File: src/rtl/lcd_frame_streamer.sv
// lcd_frame_streamer: scans the LCD window row-major and feeds one RGB565 pixel per slot to the LT24 driver.
// Latency: one pixel slot = PIX_CYCLES+2 clocks (FETCH, WAIT, SEND x PIX_CYCLES); framebuffer read takes 1 clk.
// Backpressure: none; print is a fixed 2-clk request, abort or loss of lcd_initialized returns to IDLE next clk.
module lcd_frame_streamer #(
    parameter int          SRC_W      = 28,
    parameter int          SRC_H      = 28,
    parameter int          SCALE      = 5,
    parameter int          WIN_W      = 160,
    parameter int          WIN_H      = 144,
    parameter int          X_OFF      = 10,
    parameter int          Y_OFF      = 2,
    parameter int          PIX_CYCLES = 4,
    parameter logic [15:0] BG_COLOR   = 16'h0000
) (
    input  logic        clk,
    input  logic        reset_n,
    input  logic        start,
    input  logic        abort,
    input  logic        lcd_initialized,
    output logic        fb_rd,
    output logic [9:0]  fb_addr,
    input  logic [7:0]  fb_data,
    output logic [15:0] pixel_rgb,
    output logic        print,
    output logic        lcd_en,
    output logic        busy,
    output logic        frame_done
);
    localparam int XW  = $clog2(WIN_W + 1);
    localparam int YW  = $clog2(WIN_H + 1);
    localparam int SXW = $clog2(SRC_W + 1);
    localparam int SYW = $clog2(SRC_H + 1);
    localparam int SW  = (SCALE > 1) ? $clog2(SCALE) : 1;
    localparam int PCW = $clog2(PIX_CYCLES);
    localparam int AW  = 10;

    localparam logic [XW-1:0]  X_LAST  = XW'(WIN_W - 1);
    localparam logic [XW-1:0]  X_BEG   = XW'(X_OFF);
    localparam logic [XW-1:0]  X_END   = XW'(X_OFF + SRC_W * SCALE);
    localparam logic [YW-1:0]  Y_LAST  = YW'(WIN_H - 1);
    localparam logic [YW-1:0]  Y_BEG   = YW'(Y_OFF);
    localparam logic [YW-1:0]  Y_END   = YW'(Y_OFF + SRC_H * SCALE);
    localparam logic [SW-1:0]  S_LAST  = SW'(SCALE - 1);
    localparam logic [PCW-1:0] PC_LAST = PCW'(PIX_CYCLES - 1);
    localparam logic           X_IN0   = (X_OFF == 0);
    localparam logic           Y_IN0   = (Y_OFF == 0);

    typedef enum logic [1:0] {IDLE, FETCH, WAIT, SEND} state_t;

    state_t          state;
    logic [XW-1:0]   x;
    logic [YW-1:0]   y;
    logic            in_x, in_y;          // current window position lies in image columns / rows
    logic [SXW-1:0]  sx;
    logic [SYW-1:0]  sy;
    logic [SW-1:0]   sub_x, sub_y;
    logic [AW-1:0]   row_base;            // sy*SRC_W, grown by SRC_W per source row
    logic [PCW-1:0]  pc;

    logic [XW-1:0]   x_nx;
    logic [YW-1:0]   y_nx;
    logic            in_x_nx, in_y_nx;
    logic [SXW-1:0]  sx_nx;
    logic [SYW-1:0]  sy_nx;
    logic [SW-1:0]   sub_x_nx, sub_y_nx;
    logic [AW-1:0]   row_base_nx;
    logic [AW-1:0]   addr_nx;
    logic            last_pix;

    // The two low grey bits never reach RGB565.
    logic unused_gray_lsbs;
    assign unused_gray_lsbs = ^fb_data[1:0];

    // Position of the following pixel, derived incrementally from the current one.
    always_comb begin
        x_nx        = x + XW'(1);
        y_nx        = y;
        in_x_nx     = in_x;
        in_y_nx     = in_y;
        sx_nx       = sx;
        sub_x_nx    = sub_x;
        sy_nx       = sy;
        sub_y_nx    = sub_y;
        row_base_nx = row_base;
        last_pix    = (x == X_LAST) && (y == Y_LAST);

        if (in_x) begin
            if (sub_x == S_LAST) begin
                sub_x_nx = '0;
                sx_nx    = sx + SXW'(1);
            end else begin
                sub_x_nx = sub_x + SW'(1);
            end
        end
        if (x_nx == X_BEG)
            in_x_nx = 1'b1;
        else if (x_nx == X_END)
            in_x_nx = 1'b0;

        if (x == X_LAST) begin
            x_nx     = '0;
            in_x_nx  = X_IN0;
            sx_nx    = '0;
            sub_x_nx = '0;
            y_nx     = y + YW'(1);
            if (in_y) begin
                if (sub_y == S_LAST) begin
                    sub_y_nx    = '0;
                    sy_nx       = sy + SYW'(1);
                    row_base_nx = row_base + AW'(SRC_W);
                end else begin
                    sub_y_nx = sub_y + SW'(1);
                end
            end
            if (y_nx == Y_BEG)
                in_y_nx = 1'b1;
            else if (y_nx == Y_END)
                in_y_nx = 1'b0;
        end

        addr_nx = row_base_nx + AW'(sx_nx);
    end

    // Frame FSM with registered driver-facing outputs; read strobe/address are set on entry to FETCH.
    always_ff @(posedge clk or negedge reset_n) begin
        if (!reset_n) begin
            state      <= IDLE;
            x          <= '0;
            y          <= '0;
            in_x       <= 1'b0;
            in_y       <= 1'b0;
            sx         <= '0;
            sy         <= '0;
            sub_x      <= '0;
            sub_y      <= '0;
            row_base   <= '0;
            pc         <= '0;
            fb_rd      <= 1'b0;
            fb_addr    <= '0;
            pixel_rgb  <= '0;
            print      <= 1'b0;
            lcd_en     <= 1'b0;
            busy       <= 1'b0;
            frame_done <= 1'b0;
        end else begin
            frame_done <= 1'b0;
            if (state != IDLE && (abort || !lcd_initialized)) begin
                state  <= IDLE;
                print  <= 1'b0;
                fb_rd  <= 1'b0;
                busy   <= 1'b0;
                lcd_en <= 1'b0;
            end else begin
                case (state)
                    IDLE: begin
                        if (start && lcd_initialized && !abort) begin
                            state    <= FETCH;
                            busy     <= 1'b1;
                            lcd_en   <= 1'b1;
                            x        <= '0;
                            y        <= '0;
                            in_x     <= X_IN0;
                            in_y     <= Y_IN0;
                            sx       <= '0;
                            sy       <= '0;
                            sub_x    <= '0;
                            sub_y    <= '0;
                            row_base <= '0;
                            fb_addr  <= '0;
                            fb_rd    <= X_IN0 && Y_IN0;
                        end
                    end
                    FETCH: begin
                        fb_rd <= 1'b0;
                        state <= WAIT;
                    end
                    WAIT: begin
                        pixel_rgb <= (in_x && in_y) ? {fb_data[7:3], fb_data[7:2], fb_data[7:3]}
                                                    : BG_COLOR;
                        print     <= 1'b1;
                        pc        <= '0;
                        state     <= SEND;
                    end
                    SEND: begin
                        print <= (pc == '0);
                        pc    <= pc + PCW'(1);
                        if (pc == PC_LAST) begin
                            print <= 1'b0;
                            if (last_pix) begin
                                state      <= IDLE;
                                frame_done <= 1'b1;
                                busy       <= 1'b0;
                                lcd_en     <= 1'b0;
                            end else begin
                                x        <= x_nx;
                                y        <= y_nx;
                                in_x     <= in_x_nx;
                                in_y     <= in_y_nx;
                                sx       <= sx_nx;
                                sy       <= sy_nx;
                                sub_x    <= sub_x_nx;
                                sub_y    <= sub_y_nx;
                                row_base <= row_base_nx;
                                fb_addr  <= addr_nx;
                                fb_rd    <= in_x_nx && in_y_nx;
                                state    <= FETCH;
                            end
                        end
                    end
                    default: state <= IDLE;
                endcase
            end
        end
    end
endmodule

File: config.mk
export PLATFORM = sky130hd
export DESIGN_NAME = lcd_frame_streamer
export DESIGN_NICKNAME = d
export VERILOG_FILES = /design/src/rtl/lcd_frame_streamer.sv
export SDC_FILE = /design/constraint.sdc
export NUM_CORES = 1
export LEC_CHECK = 0
export CAP_MARGIN = 20
export CORE_ASPECT_RATIO = 0.6
export CORE_UTILIZATION = 52
export CTS_BUF_LIST = sky130_fd_sc_hd__clkbuf_16
export DETAILED_ROUTE_END_ITERATION = 6
export GPL_ROUTABILITY_DRIVEN = 1
export PLACE_DENSITY = 0.87
export SYNTH_ARGS = -nofsm -noshare
export SYNTH_HDL_FRONTEND = slang
export SYNTH_SLANG_ARGS = --single-unit
File: constraint.sdc
create_clock -name clk -period 2.85 [get_ports clk]
set_clock_uncertainty 0.05 [all_clocks]
set_input_delay 0.285 -clock clk [delete_from_list [all_inputs] [get_ports clk]]
set_output_delay 0.285 -clock clk [all_outputs]
set_load 0.05 [all_outputs]
==> results.py <==
metrics = {
    "grt": {
        "use_met2": 0.3859,
        "track_usage": 0.2629,
        "met1_usage": 0.3740,
        "grt_pass1_vias": 3422,
        "grt_pass1_wl_um": 16640,
        "met3_usage": 0.06769,
        "grt_antenna_before_repair": 0,
        "gr-total-overflow": 0,
        "grt_start_max_net_pins": 27,
        "gr-max-usage-layer": "met2",
    },
    "routing": {
        "drt-initial-drc-count": 402,
        "routedWlPerCell_um": 16.89,
        "drt_wl_total_um": 10300,
        "drtPass1Iterations": 5,
        "vias": 3696,
        "remaining_drc_errors": 0,
        "antenna_left": 0,
        "viasPerCell": 6.059,
    },
    "clocking": {
        "cts_buffer_depth": 2,
        "cts_root_buf": "clkbuf_16",
        "cts_max_level": 3,
        "clock-sinks": 60,
        "cts_buffers": 9,
        "clock_latency_ns": 0.33,
        "cts.reportedPaths.clkPinSlew_ns": 0.05,
        "cts_tree": "yes",
    },
    "yosys": {
        "synth.area.top_cells": "dfrtp_1 37%, o21ai_0 6.6%, ha_1 6.1%",
        "synth_area_um2": 4084,
        "yosysSeqAreaShare": 0.3676,
        "yosys_warnings": 0,
        "syn_inst": 457,
        "ys_ff_latch": 60,
        "synth_edf_count": 0,
        "async_flop_share": 1.000,
        "synth_top_area_frac": 0.3676,
        "yosysUniqueCellTypes": 71,
        "syn-num-nets": 490,
        "synth_largest_area_cell": "dfrtp_1",
        "ys.flop_type": "dfrtp_1",
        "syn_area_per_cell_um2": 8.936,
    },
    "sta": {
        "worst_pin_slew_ns": 0.5325,
        "setup_viol": 0,
        "finalHoldViolations": 0,
        "min_period_ns": 2.753,
        "slew_headroom": 0.6434,
        "tns_ns": 0,
        "maxSlewViolCount": 0,
        "period_share": 0.9661,
        "fmax_mhz": 363.2,
    },
    "pwr": {
        "p_sw_w": 0.0008561,
        "p_seq_frac": 0.375,
        "pwr-share-comb": 0.264,
        "vdd_drop_max_mv": 0.3702,
        "power_density_nw_per_um2": 528.1,
        "p_int_w": 0.001745,
        "p_sw_frac": 0.3291,
        "clockPowerShare": 0.360,
        "p_leak_nw": 2.108,
    },
    "place": {
        "io_buffer_count": 41,
        "gp_congestion": 0.8957,
        "dp_hpwl_um": 7129,
    },
    "outcome": {
        "status": "complete, no violations",
    },
    "run": {
        "max_cap_violations": 0,
    },
    "floorplanning": {
        "dieWidth_um": 116.4,
        "initial_utilization": 0.5506,
        "die_area_um2": 8224,
        "rows": 24,
        "die_h_um": 70.65,
        "io_pins": 44,
        "coreArea_um2": 7417,
    },
    "layout": {
        "diodes": 0,
        "drive_gt1_frac": 0.1640,
        "finalCoreUtilization": 0.6640,
        "syn_to_final_growth_pct": 20.59,
        "fillers": 574,
        "final_nets": 535,
    },
    "critical_path": {
        "rrSetupSlack_ns": 0.1,
        "reg2reg_depth": 12,
        "worst-setup-path-type": "reg2reg",
        "r2r-start": "sub_y[0]",
        "startpoint_type": "flop",
        "critPathArrivalTime_ns": 2.92,
        "worstPathRequired_ns": 3.02,
        "r2r-end": "fb_addr[9]",
        "end_kind": "flop",
        "crit_fanout": 5,
    },
    "min_path": {
        "hold_path_class": "in2async",
    },
}
[cells in the final DEF, fill, tap and decap left out, types with 6 or more instances in the layout]
cell type,Yosys,layout
nand4_1,6,6
a21oi_1,21,20
clkbuf_16,0,9
nand3_1,18,18
dfrtp_1,60,57
and3_1,12,11
ha_1,20,16
inv_1,21,21
buf_4,13,33
o31ai_1,11,11
clkdlybuf4s50_1,0,40
xor2_1,7,7
nand2_1,47,45
xnor2_1,12,10
nor2_1,22,21
a22o_1,9,9
o21ai_0,54,54
[synth_stat cells (5+ instances only)]
master	number
a21o_1	5
a21oi_1	21
a22o_1	9
and3_1	12
buf_2	7
buf_4	13
clkbuf_1	15
dfrtp_1	60
ha_1	20
inv_1	21
nand2_1	47
nand3_1	18
nand4_1	6
nor2_1	22
nor2b_1	6
nor4_1	5
o21ai_0	54
o22ai_1	5
o31ai_1	11
o41ai_1	5
xnor2_1	12
xor2_1	7
[layout make-up]
cell class                      instances  area [µm²]  area share
Inverter                               21       78.83     0.01601
Timing Repair Buffer                   76       683.2      0.1387
Sequential cell                        60        1505      0.3056
Clock buffer                            9       225.2     0.04573
Multi-Input combinational cell        334        2277      0.4624
Clock inverter                          6       25.02    0.005081
Tap cell                              104       130.1     0.02642
[state kept, by name (all words and copies together) (netlist names)]
name        count
in_x            1
state           2
in_y            1
y               8
row_base        8
pc              2
pixel_rgb       6
print           1
busy            1
sx              4
x               8
sub_y           3
fb_addr        10
fb_rd           1
frame_done      1
sub_x           3
[per-layer routing]
metal | wire (µm) | vias up | share of wire
met2 | 4549 | 170 | 0.44
met4 | 205 | 0 | 0.020
met5 | 0 | - | 0
li1 | - | 1733 | -
met1 | 4692 | 1767 | 0.46
met3 | 856 | 26 | 0.083
[how the worst max path moves through the flow]
stage | startpoint | endpoint
2_1_floorplan | x[0] | fb_addr[6]
3_3_place_gp | x[4] | fb_addr[6]
3_5_place_dp | x[1] | fb_addr[6]
4_1_cts | x[1] | fb_addr[6]
5_1_grt | sub_x[1] | fb_addr[9]
6_report | sub_y[0] | fb_addr[9]
[kinds of logic (layout without fill, tap and decap cells)]
kind of cell | Yosys count | in the layout | share of synthesized area
muxes | 4 | 4 | 0.01011
AOI/OAI and AO/OA | 136 | 136 | 0.2139
and+or+nand+nor | 154 | 154 | 0.2142
adders and majority gates | 20 | 20 | 0.06127
buffers and inverters | 63 | 112 | 0.09130
xor gates and xnor gates | 19 | 19 | 0.04075
other | 1 | 1 | 0.0009182
DFF | 60 | 60 | 0.3676
[stage by stage]
| stage | instances | hold WS (ns) | power, W | area [µm²] | setup WS (ns) |
|---|---|---|---|---|---|
| 2_1_floorplan | 457 | -0.06059 | 0.001438 | 4084 | 0.1114 |
| 3_3_place_gp | 588 | 0.1870 | 0.001593 | 4536 | 0.1350 |
| 3_5_place_dp | 588 | 0.1936 | 0.001631 | 4536 | 0.04496 |
| 4_1_cts | 604 | 0.3983 | 0.002571 | 4796 | 0.02331 |
| 5_1_grt | 610 | 0.4250 | 0.002738 | 4925 | -0.03971 |
| 6_report | 610 | 0.3942 | 0.002601 | 4925 | 0.09676 |
[worst max-delay path, cell delays in order, from the launching register on]
cell,delay (ns)
dfrtp_2,0.43
inv_1,0.07
ha_1,0.21
and3_4,0.24
nand2_2,0.12
nand2_1,0.09
o21ai_0,0.09
ha_1,0.31
a21o_1,0.16
a21o_1,0.20
nand2_2,0.07
o311a_1,0.34
a221o_1,0.25
[what timing repair did]
item	4_1_cts	5_1_grt
buffers inserted	0	6
gates resized for setup	0	20
endpoints found under the hold margin	16	0
hold buffers	1	0
setup endpoints to repair	0	6
[power by group through the flow]
stage	clock (W)	sequential, W	combinational, W
floorplan	0	0.00102	0.000420
global placement	0	0.000986	0.000607
detailed placement	0	0.000990	0.000641
CTS	0.000945	0.000977	0.000649
global route	0.000990	0.000984	0.000763
finish	0.000938	0.000976	0.000687
Power figures use the tool's default switching activity.
